==> src/rtl/iob_regfile_scan_pkg.sv <==
// Shared definitions for the iob register-file scan reader.
//  - scan_state_e : FSM state encoding used by the top level.
//  - clog2        : ceiling log2, used to size the credit and level counters.
package iob_regfile_scan_pkg;

    typedef enum logic [1:0] {
        IDLE  = 2'd0,
        ISSUE = 2'd1,
        DRAIN = 2'd2
    } scan_state_e;

    // Ceiling log2. Callers pass BUF_DEPTH+1, so the result is always >= 1.
    function automatic int clog2(input int value);
        int result;
        result = 32'sd0;
        for (int v = value - 32'sd1; v > 32'sd0; v = v >>> 1) begin
            result = result + 32'sd1;
        end
        return result;
    endfunction

endpackage

==> src/rtl/iob_regfile_scan_reader_if.sv <==
// Bus bundle for the scan reader: the register-file read port and the
// outgoing valid/ready stream.
//  master modport : the scan reader (drives r_en_o/r_addr_o and the stream).
//  slave modport  : the environment (regfile data return and stream sink).
// Signals:
//  r_en_o, r_addr_o : regfile read request
//  r_data_i         : regfile read data, fixed latency after the request
//  data_o, valid_o, last_o, ready_i : output stream
interface iob_regfile_scan_reader_if #(
    parameter int ADDR_W = 4,
    parameter int DATA_W = 32
);

    logic              r_en_o;
    logic [ADDR_W-1:0] r_addr_o;
    logic [DATA_W-1:0] r_data_i;
    logic [DATA_W-1:0] data_o;
    logic              valid_o;
    logic              ready_i;
    logic              last_o;

    modport master (
        output r_en_o, r_addr_o, data_o, valid_o, last_o,
        input  r_data_i, ready_i
    );

    modport slave (
        input  r_en_o, r_addr_o, data_o, valid_o, last_o,
        output r_data_i, ready_i
    );

endinterface

==> src/rtl/iob_regfile_scan_buf.sv <==
// Output buffer of the scan reader: synchronous first-word-fall-through FIFO.
// Entry 0 is the head and is a plain register, so dout_o comes straight from
// flops. Pop shifts the entries down by one; push writes at the first free
// slot after the pop. Push and pop may coincide, even when full.
// Ports:
//  clk_i, arst_n_i : clock, asynchronous active-low reset
//  flush_i         : synchronous clear, priority over push/pop
//  push_i, din_i   : write request and word
//  pop_i           : read request (ignored when empty)
//  dout_o          : head word
//  full_o, empty_o : status
//  level_o         : number of stored words
module iob_regfile_scan_buf
    import iob_regfile_scan_pkg::*;
#(
    parameter int DEPTH = 4,
    parameter int WIDTH = 33,
    parameter int LVL_W = clog2(DEPTH + 1)
) (
    input  logic             clk_i,
    input  logic             arst_n_i,
    input  logic             flush_i,
    input  logic             push_i,
    input  logic [WIDTH-1:0] din_i,
    input  logic             pop_i,
    output logic [WIDTH-1:0] dout_o,
    output logic             full_o,
    output logic             empty_o,
    output logic [LVL_W-1:0] level_o
);

    logic [WIDTH-1:0] ent_r   [DEPTH];
    logic [WIDTH-1:0] ent_nxt_s [DEPTH];
    logic [DEPTH-1:0] vld_r;
    logic [DEPTH-1:0] vld_nxt_s;
    logic [LVL_W-1:0] level_r;
    logic [LVL_W-1:0] level_nxt_s;
    logic [LVL_W-1:0] wr_idx_s;
    logic             pop_s;
    logic             push_s;

    // Next-state of the entry shift array: shift on pop, then place the push.
    always_comb begin
        pop_s  = pop_i & vld_r[0];
        push_s = push_i & ((level_r != LVL_W'(DEPTH)) | pop_s);
        wr_idx_s = level_r - LVL_W'(pop_s);
        for (int i = 0; i < DEPTH; i++) begin
            ent_nxt_s[i] = ent_r[i];
        end
        vld_nxt_s = vld_r;
        if (pop_s) begin
            for (int i = 0; i < DEPTH - 1; i++) begin
                ent_nxt_s[i] = ent_r[i+1];
                vld_nxt_s[i] = vld_r[i+1];
            end
            vld_nxt_s[DEPTH-1] = 1'b0;
        end else begin
            vld_nxt_s = vld_r;
        end
        for (int i = 0; i < DEPTH; i++) begin
            if (push_s && (wr_idx_s == LVL_W'(i))) begin
                ent_nxt_s[i] = din_i;
                vld_nxt_s[i] = 1'b1;
            end else begin
                vld_nxt_s[i] = vld_nxt_s[i];
            end
        end
        level_nxt_s = level_r + LVL_W'(push_s) - LVL_W'(pop_s);
    end

    // Entry, valid and level registers.
    always_ff @(posedge clk_i or negedge arst_n_i) begin
        if (!arst_n_i) begin
            for (int i = 0; i < DEPTH; i++) begin
                ent_r[i] <= {WIDTH{1'b0}};
            end
            vld_r   <= {DEPTH{1'b0}};
            level_r <= LVL_W'(1'b0);
        end else if (flush_i) begin
            vld_r   <= {DEPTH{1'b0}};
            level_r <= LVL_W'(1'b0);
        end else begin
            for (int i = 0; i < DEPTH; i++) begin
                ent_r[i] <= ent_nxt_s[i];
            end
            vld_r   <= vld_nxt_s;
            level_r <= level_nxt_s;
        end
    end

    assign dout_o  = ent_r[0];
    assign empty_o = ~vld_r[0];
    assign full_o  = (level_r == LVL_W'(DEPTH));
    assign level_o = level_r;

endmodule

==> src/rtl/iob_regfile_scan_reader.sv <==
// Read-side sequencer for an iob register-file read port with fixed latency.
// A start command reads count_i consecutive addresses (wrapping at the top of
// the regfile) and streams the words out with a last flag on the final one.
// Issue is credit based: a read is only launched when the output buffer is
// guaranteed to have room for its data, so a stalled sink never loses words.
// Ports:
//  clk_i, arst_n_i : clock, asynchronous active-low reset
//  start_i         : start pulse, ignored while busy_o
//  start_addr_i    : first address of the scan
//  count_i         : words to read, 0..2**ADDR_W
//  abort_i         : synchronous abort, priority over start_i
//  busy_o          : scan in progress until its last word transfers
//  done_o          : one-cycle pulse after the last transfer (or a count 0 start)
//  bus             : regfile read port and output stream (master side)
module iob_regfile_scan_reader
    import iob_regfile_scan_pkg::*;
#(
    parameter int ADDR_W    = 4,
    parameter int DATA_W    = 32,
    parameter int RD_LAT    = 2,
    parameter int BUF_DEPTH = 4
) (
    input  logic                        clk_i,
    input  logic                        arst_n_i,
    input  logic                        start_i,
    input  logic [ADDR_W-1:0]           start_addr_i,
    input  logic [ADDR_W:0]             count_i,
    input  logic                        abort_i,
    output logic                        busy_o,
    output logic                        done_o,
    iob_regfile_scan_reader_if.master   bus
);

    localparam int CRED_W = clog2(BUF_DEPTH + 1);
    localparam int SUM_W  = CRED_W + 1;

    scan_state_e       state_r, state_nxt_s;
    logic [ADDR_W-1:0] addr_r, addr_nxt_s, cur_addr_s;
    logic [ADDR_W:0]   rem_r, rem_nxt_s, cur_rem_s;
    logic              r_en_r, r_last_r;
    logic [ADDR_W-1:0] r_addr_r;
    logic [RD_LAT-1:0] sr_vld_r, sr_vld_nxt_s;
    logic [RD_LAT-1:0] sr_last_r, sr_last_nxt_s;
    logic              busy_r, busy_nxt_s;
    logic              done_r, done_nxt_s;
    logic              issue_s, issue_last_s;
    logic              credit_ok_s;
    logic [SUM_W-1:0]  inflight_s, used_s;
    logic              pop_s, push_s;
    logic [DATA_W:0]   head_s;
    logic              empty_s, full_s;
    logic [CRED_W-1:0] level_s;

    assign cur_addr_s = (state_r == IDLE) ? start_addr_i : addr_r;
    assign cur_rem_s  = (state_r == IDLE) ? count_i : rem_r;
    assign pop_s      = ~empty_s & bus.ready_i;
    assign push_s     = sr_vld_r[RD_LAT-1] & ~abort_i;

    // Credit check: the words held next cycle would be the buffer level plus
    // everything in flight (including this cycle's request) minus this pop.
    // A new request is allowed only while that total stays below BUF_DEPTH.
    always_comb begin
        inflight_s = SUM_W'(1'b0);
        for (int i = 0; i < RD_LAT; i++) begin
            inflight_s = inflight_s + SUM_W'(sr_vld_r[i]);
        end
        used_s = SUM_W'(level_s) + SUM_W'(r_en_r) + inflight_s - SUM_W'(pop_s);
        // A full buffer that is not draining this cycle can never take a word.
        credit_ok_s = (used_s < SUM_W'(BUF_DEPTH)) && !(full_s && !pop_s);
    end

    // FSM state register.
    always_ff @(posedge clk_i or negedge arst_n_i) begin
        if (!arst_n_i) begin
            state_r <= IDLE;
        end else begin
            state_r <= state_nxt_s;
        end
    end

    // FSM next state, issue decision and counter updates.
    always_comb begin
        state_nxt_s  = state_r;
        addr_nxt_s   = addr_r;
        rem_nxt_s    = rem_r;
        busy_nxt_s   = busy_r;
        done_nxt_s   = 1'b0;
        issue_s      = 1'b0;
        issue_last_s = 1'b0;
        if (abort_i) begin
            state_nxt_s = IDLE;
            busy_nxt_s  = 1'b0;
        end else begin
            case (state_r)
                IDLE: begin
                    if (start_i && (count_i != (ADDR_W+1)'(1'b0))) begin
                        state_nxt_s = ISSUE;
                        busy_nxt_s  = 1'b1;
                        addr_nxt_s  = start_addr_i;
                        rem_nxt_s   = count_i;
                        issue_s     = credit_ok_s;
                    end else if (start_i) begin
                        // Empty scan: nothing to read, just acknowledge.
                        done_nxt_s = 1'b1;
                    end else begin
                        state_nxt_s = IDLE;
                    end
                end
                ISSUE: begin
                    issue_s = credit_ok_s;
                end
                DRAIN: begin
                    if (pop_s && head_s[DATA_W]) begin
                        state_nxt_s = IDLE;
                        busy_nxt_s  = 1'b0;
                        done_nxt_s  = 1'b1;
                    end else begin
                        state_nxt_s = DRAIN;
                    end
                end
                default: begin
                    state_nxt_s = IDLE;
                    busy_nxt_s  = 1'b0;
                end
            endcase
            if (issue_s) begin
                // Address counter wraps naturally at 2**ADDR_W.
                addr_nxt_s = cur_addr_s + ADDR_W'(1'b1);
                rem_nxt_s  = cur_rem_s - (ADDR_W+1)'(1'b1);
                if (cur_rem_s == (ADDR_W+1)'(1'b1)) begin
                    issue_last_s = 1'b1;
                    state_nxt_s  = DRAIN;
                end else begin
                    state_nxt_s  = ISSUE;
                end
            end else begin
                issue_last_s = 1'b0;
            end
        end
    end

    // In-flight tracker: one valid/last bit per cycle of read latency.
    always_comb begin
        sr_vld_nxt_s[0]  = r_en_r;
        sr_last_nxt_s[0] = r_last_r;
        for (int i = 1; i < RD_LAT; i++) begin
            sr_vld_nxt_s[i]  = sr_vld_r[i-1];
            sr_last_nxt_s[i] = sr_last_r[i-1];
        end
    end

    // Datapath registers: counters, read request outputs, tracker, status.
    always_ff @(posedge clk_i or negedge arst_n_i) begin
        if (!arst_n_i) begin
            addr_r    <= ADDR_W'(1'b0);
            rem_r     <= (ADDR_W+1)'(1'b0);
            r_en_r    <= 1'b0;
            r_last_r  <= 1'b0;
            r_addr_r  <= ADDR_W'(1'b0);
            sr_vld_r  <= {RD_LAT{1'b0}};
            sr_last_r <= {RD_LAT{1'b0}};
            busy_r    <= 1'b0;
            done_r    <= 1'b0;
        end else begin
            addr_r    <= addr_nxt_s;
            rem_r     <= rem_nxt_s;
            r_en_r    <= issue_s;
            r_last_r  <= issue_last_s;
            if (issue_s) begin
                r_addr_r <= cur_addr_s;
            end else begin
                r_addr_r <= r_addr_r;
            end
            // Abort drops every outstanding read; its data is ignored on return.
            sr_vld_r  <= abort_i ? {RD_LAT{1'b0}} : sr_vld_nxt_s;
            sr_last_r <= sr_last_nxt_s;
            busy_r    <= busy_nxt_s;
            done_r    <= done_nxt_s;
        end
    end

    iob_regfile_scan_buf #(
        .DEPTH (BUF_DEPTH),
        .WIDTH (DATA_W + 1),
        .LVL_W (CRED_W)
    ) u_buf (
        .clk_i    (clk_i),
        .arst_n_i (arst_n_i),
        .flush_i  (abort_i),
        .push_i   (push_s),
        .din_i    ({sr_last_r[RD_LAT-1], bus.r_data_i}),
        .pop_i    (bus.ready_i),
        .dout_o   (head_s),
        .full_o   (full_s),
        .empty_o  (empty_s),
        .level_o  (level_s)
    );

    assign bus.r_en_o   = r_en_r;
    assign bus.r_addr_o = r_addr_r;
    assign bus.data_o   = head_s[DATA_W-1:0];
    assign bus.last_o   = head_s[DATA_W];
    assign bus.valid_o  = ~empty_s;
    assign busy_o       = busy_r;
    assign done_o       = done_r;

endmodule

==> src/flat_wrapper.sv <==
// flat-port wrapper written by rule: the top's interface ports become plain ports
module iob_regfile_scan_reader_flat import iob_regfile_scan_pkg::*;
#(
    parameter int ADDR_W    = 4,
    parameter int DATA_W    = 32,
    parameter int RD_LAT    = 2,
    parameter int BUF_DEPTH = 4
)
  (clk_i, arst_n_i, start_i, start_addr_i, count_i, abort_i, busy_o, done_o, bus_r_en_o, bus_r_addr_o, bus_data_o, bus_valid_o, bus_last_o, bus_r_data_i, bus_ready_i);
  iob_regfile_scan_reader_if #(.ADDR_W(ADDR_W), .DATA_W(DATA_W)) bus_i ();
  input  logic clk_i;
  input  logic arst_n_i;
  input  logic start_i;
  input  logic [ADDR_W-1:0] start_addr_i;
  input  logic [ADDR_W:0] count_i;
  input  logic abort_i;
  output logic busy_o;
  output logic done_o;
  output wire logic [$bits(bus_i.r_en_o)-1:0] bus_r_en_o;
  output wire logic [$bits(bus_i.r_addr_o)-1:0] bus_r_addr_o;
  output wire logic [$bits(bus_i.data_o)-1:0] bus_data_o;
  output wire logic [$bits(bus_i.valid_o)-1:0] bus_valid_o;
  output wire logic [$bits(bus_i.last_o)-1:0] bus_last_o;
  input wire logic [$bits(bus_i.r_data_i)-1:0] bus_r_data_i;
  input wire logic [$bits(bus_i.ready_i)-1:0] bus_ready_i;
  assign bus_r_en_o = bus_i.r_en_o;
  assign bus_r_addr_o = bus_i.r_addr_o;
  assign bus_data_o = bus_i.data_o;
  assign bus_valid_o = bus_i.valid_o;
  assign bus_last_o = bus_i.last_o;
  assign bus_i.r_data_i = bus_r_data_i;
  assign bus_i.ready_i = bus_ready_i;
  iob_regfile_scan_reader #(.ADDR_W(ADDR_W), .DATA_W(DATA_W), .RD_LAT(RD_LAT), .BUF_DEPTH(BUF_DEPTH)) u_core (.clk_i(clk_i), .arst_n_i(arst_n_i), .start_i(start_i), .start_addr_i(start_addr_i), .count_i(count_i), .abort_i(abort_i), .busy_o(busy_o), .done_o(done_o), .bus(bus_i));
endmodule
==> config.mk <==
export PLATFORM = sky130hd
export DESIGN_NAME = iob_regfile_scan_reader_flat
export DESIGN_NICKNAME = d
export VERILOG_FILES = /design/src/rtl/iob_regfile_scan_pkg.sv /design/src/rtl/iob_regfile_scan_reader_if.sv /design/src/rtl/iob_regfile_scan_buf.sv /design/src/rtl/iob_regfile_scan_reader.sv /design/src/flat_wrapper.sv
export SDC_FILE = /design/constraint.sdc
export NUM_CORES = 1
export LEC_CHECK = 0
export BUFFER_PORTS_ARGS = -buffer_cell sky130_fd_sc_hd__buf_4
export CORE_ASPECT_RATIO = 1.25
export CORE_UTILIZATION = 52
export CTS_CLUSTER_SIZE = 24
export DETAILED_ROUTE_END_ITERATION = 6
export PLACE_DENSITY = 0.75
export SLEW_MARGIN = 20
export SYNTH_ARGS = -nofsm -noshare
export SYNTH_HDL_FRONTEND = slang
export SYNTH_HIERARCHICAL = 1
export SYNTH_SLANG_ARGS = --single-unit
export TNS_END_PERCENT = 1
==> constraint.sdc <==
create_clock -name clk_i -period 2.9 [get_ports clk_i]
set_clock_uncertainty 0.05 [all_clocks]
set_input_delay 0.58 -clock clk_i [delete_from_list [all_inputs] [get_ports clk_i]]
set_output_delay 0.58 -clock clk_i [all_outputs]
set_load 0.1 [all_outputs]
==> impl_metrics.tcl <==
set metrics [dict create \
    initial_antenna_violation_count 0 \
    hold_viol 0 \
    pwr-share-seq_pct 37.3 \
    critical_path.max_fanout 5 \
    place.gp.congestion 0.885 \
    max_clock_freq_mhz 351 \
    final_global_route_overflow_total 0 \
    post_drt_wl_per_cell_um 17.8 \
    die_area_sq_um 15900 \
    remaining_drc_errors 2 \
    worstPathRequired_ns 3.15 \
    synth_async_sr_flop_share_pct 100 \
    dominantRegCellSynth "sky130_fd_sc_hd__dfrtp_1" \
    row_count 50 \
    vias_in_the_first_global_route 6086 \
    die_x_um 113 \
    vias_per_cell 5.73 \
    fillCellCount 1179 \
    floorplan.io_pins 87 \
    compound_gate_fraction_of_synth_area_pct 13.0 \
    internal-power_mw 4.23 \
    yosys_warnings 6 \
    failed_checks "DRC" \
    final_critical_path_setup_slack_ns 0.0535 \
    ctsHtreeMaxLevel 4 \
    post_synth_xor_area_fraction_pct 1.20 \
    synthCells 737 \
    final_min_period_over_clock_period_pct 98.2 \
    dr.first_iter.drc_count 673 \
    min_path_type "primary input to async pin" \
    nets 869 \
    power.clock.fraction_pct 30.0 \
    tritoncts "yes" \
    die-height_um 141 \
    report.final.setup_viol 0 \
    firstDrtPassIters 7 \
    syn-mean-instance-area_sq_um 10.9 \
    status "finished, violations left" \
    ctsLongestPathBuffers 2 \
    synth_edf_count 0 \
    net-switching-power_mw 2.95 \
    clk-insertion-delay-late_ns 0.42 \
    setup.worst_path.start_class "flop" \
    core_area_sq_um 15000 \
    p_leak_nw 5.04 \
    yosys.area_share.adder_pct 2.06 \
    clkSlewWorstSetupHoldPaths_ns 0.07 \
    synthDistinctLibCells 51 \
    mux_cell_area_share_after_synthesis_pct 13.6 \
    netlist_area_sq_um 8000 \
    power.density_nw_per_um2 749 \
    slew_violations 0 \
    worst_slew_margin_rel_pct 31.6 \
    switching_power_as_a_share_of_total_power_pct 41.1 \
    ys_seq_elements 162 \
    netlist.top_cell.by_area "sky130_fd_sc_hd__dfrtp_1" \
    gr-usage-all-layers_pct 23.6 \
    setup.worst_path.class "flop to flop" \
    ant_nets 0 \
    synth_area_leaders "sky130_fd_sc_hd__dfrtp_1 51%, sky130_fd_sc_hd__mux2i_1 13%, sky130_fd_sc_hd__inv_1 9.1%, sky130_fd_sc_hd__a222oi_1 8.9%, sky130_fd_sc_hd__buf_4 3.5%" \
    grt_pass1_wl_um 29600 \
    worstRegToRegCells 11 \
    cp-end-kind "flop" \
    initial_utilization_pct 53.3 \
    timing.critical_path.arrival_ns 3.10 \
    areaGrowthSynthToFinish_pct 19.7 \
    diodes 0 \
    total_of_buffers_placed_on_input_and_output_ports 86 \
    cts_num_sinks 162 \
    vias 5768 \
    seq_area_frac_synth_pct 50.7 \
    finalWirelength_um 17900 \
    grt_max_degree 69 \
    post_synth_and_or_nand_nor_area_fraction_pct 4.63 \
    combinational_family_with_the_most_area_after_synthesis "buffers and inverters" \
    vdd_ir_drop_max_v 0.000792 \
    pre_cts_ws_ns -0.321 \
    synthDominantCellAreaShare_pct 50.7 \
    layout-drive-gt1-share_pct 23.1 \
    worst_hold_slack_ns 0.00306 \
    cts-root-buf "sky130_fd_sc_hd__clkbuf_16" \
    dp_hpwl_um 11500 \
    timing_worst_slew_pin_value_ns 1.02 \
    synth.net_count 795 \
    cts_made_buffers 17 \
    drv.max_cap_violation_count 0 \
    fin_crit_ns 2.85 \
    power.combinational.fraction_pct 32.8 \
]
placed cells by master, fill, tap and decap left out, drive strengths merged, types with 2 or more instances in the layout:
cell type	n
nand2	14
and3	5
nand2b	4
o31ai	2
a222oi	71
a21oi	11
clkinv	2
buf	123
nor2	8
xor2	4
and2	2
clkbuf	18
inv	202
mux2i	103
xnor2	7
or3	2
clkinvlp	3
nand4	2
a221oi	3
o21ai	12
fa	2
nand3	5
a221o	2
nor2b	9
ha	10
a21o	2
mux2	5
or4	3
dfrtp	162
o21a	3
a21boi	2
nor3	5
a31oi	3
registers in the layout, indices dropped and copies added, names as in the netlist, 3 cells and up:
signal	count
u_core/u_buf/dout_o	33
u_core/u_buf/ent_r	99
u_core/addr_r	4
u_core/u_buf/vld_r	4
u_core/u_buf/level_o	3
u_core/bus.r_addr_o	4
u_core/rem_r	5
cells in the mapped netlist (3+ instances only):
cell / instances
sky130_fd_sc_hd__inv_1: 193
sky130_fd_sc_hd__dfrtp_1: 162
sky130_fd_sc_hd__mux2i_1: 103
sky130_fd_sc_hd__a222oi_1: 71
sky130_fd_sc_hd__buf_4: 37
sky130_fd_sc_hd__clkbuf_1: 14
sky130_fd_sc_hd__nand2_1: 14
sky130_fd_sc_hd__buf_2: 11
sky130_fd_sc_hd__a21oi_1: 10
sky130_fd_sc_hd__ha_1: 10
sky130_fd_sc_hd__o21ai_0: 10
sky130_fd_sc_hd__nor2b_1: 9
sky130_fd_sc_hd__buf_6: 7
sky130_fd_sc_hd__nor2_1: 7
sky130_fd_sc_hd__xnor2_1: 7
sky130_fd_sc_hd__and3_1: 5
sky130_fd_sc_hd__mux2_2: 5
sky130_fd_sc_hd__nand3_1: 5
sky130_fd_sc_hd__nor3_1: 5
sky130_fd_sc_hd__nand2b_1: 4
sky130_fd_sc_hd__xor2_1: 4
sky130_fd_sc_hd__a31oi_1: 3
sky130_fd_sc_hd__or4_1: 3
worst max-delay path, stage by stage, from the launching register on:
cell and delay, ns:
sky130_fd_sc_hd__dfrtp_1 0.40, sky130_fd_sc_hd__inv_2 0.09, sky130_fd_sc_hd__nor2b_2 0.05, sky130_fd_sc_hd__nand2b_1 0.11, sky130_fd_sc_hd__nand2_2 0.08, sky130_fd_sc_hd__fa_2 0.41
sky130_fd_sc_hd__ha_4 0.17, sky130_fd_sc_hd__a21o_1 0.16, sky130_fd_sc_hd__or3_4 0.40, sky130_fd_sc_hd__a21o_4 0.25, sky130_fd_sc_hd__o21a_4 0.22, sky130_fd_sc_hd__a221o_1 0.34
what timing repair did:
action,CTS,global route
endpoints found under the hold margin,0,0
hold buffers,0,0
buffers inserted,0,1
gates resized for setup,1,17
cloned,0,1
pin swaps,0,11
setup endpoints to repair,3,14
logic make-up (layout without fill, tap and decap cells):
| logic type | Yosys count | after routing |
|---|---|---|
| adders and majority gates | 12 | 12 |
| and+or+nand+nor | 65 | 65 |
| AOI/OAI and AO/OA | 117 | 118 |
| buffers and inverters | 262 | 348 |
| xor gates and xnor gates | 11 | 11 |
| muxes | 108 | 108 |
| DFF | 162 | 162 |
worst paths after layout:
path | startpoint | endpoint | slack, ns
setup / recovery | u_core/u_buf/vld_r[0] | u_core/rem_r[1] | 0.05
hold / removal | arst_n_i | u_core/u_buf/ent_r[96] | 0.003
setup reg to reg | u_core/u_buf/vld_r[0] | u_core/rem_r[1] | 0.05
hold reg to reg | u_core/sr_last_r[0] | u_core/sr_last_r[1] | 0.30
max in group asynchronous | arst_n_i | u_core/u_buf/ent_r[5] | 2.07
min in group clk_i | u_core/sr_last_r[0] | u_core/sr_last_r[1] | 0.30
power groups by stage:
stage          registers, mW  logic (mW)  clock network (mW)
5_1_grt                 2.70        2.45                2.29
3_5_place_dp            2.72        2.31                   0
6_report                2.67        2.35                2.15
3_3_place_gp            2.71        2.28                   0
4_1_cts                 2.67        2.32                2.19
2_1_floorplan           2.89        1.76                   0
stage by stage:
| step | power, mW | utilization (%) | cells | TNS (ns) | cell area [sq um] |
|---|---|---|---|---|---|
| 2_1_floorplan | 4.65 | - | 737 | -0.357 | 8020 |
| 3_3_place_gp | 4.99 | 59.3 | 972 | -2.80 | 8900 |
| 3_5_place_dp | 5.02 | 59.3 | 972 | -5.35 | 8900 |
| 4_1_cts | 7.18 | 63.1 | 1004 | 0 | 9470 |
| 5_1_grt | 7.44 | 63.8 | 1006 | -0.282 | 9580 |
| 6_report | 7.17 | 63.8 | 1006 | 0 | 9580 |
area by class of cell:
| class | instances | area [sq um] | area share (%) |
|---|---|---|---|
| timing repair buffer | 123 | 1050 | 10.9 |
| inverter | 193 | 724 | 7.56 |
| clock inverter | 14 | 136 | 1.42 |
| clock buffer | 18 | 429 | 4.48 |
| multi-input combinational | 314 | 2960 | 30.9 |
| sequential | 162 | 4050 | 42.3 |
| tap | 182 | 228 | 2.38 |
routing by layer:
metal | share of wire (%) | global-route usage, % | wire length [um] | vias up
met5 | 0 | 0 | 0 | -
met4 | 1.3 | 8.03 | 231 | 0
met3 | 5.5 | 3.74 | 984 | 22
met2 | 53 | 42.1 | 9420 | 189
met1 | 40 | 29.2 | 7230 | 2912
li1 | - | - | - | 2645
No activity file was read; power rests on OpenSTA's default activity.
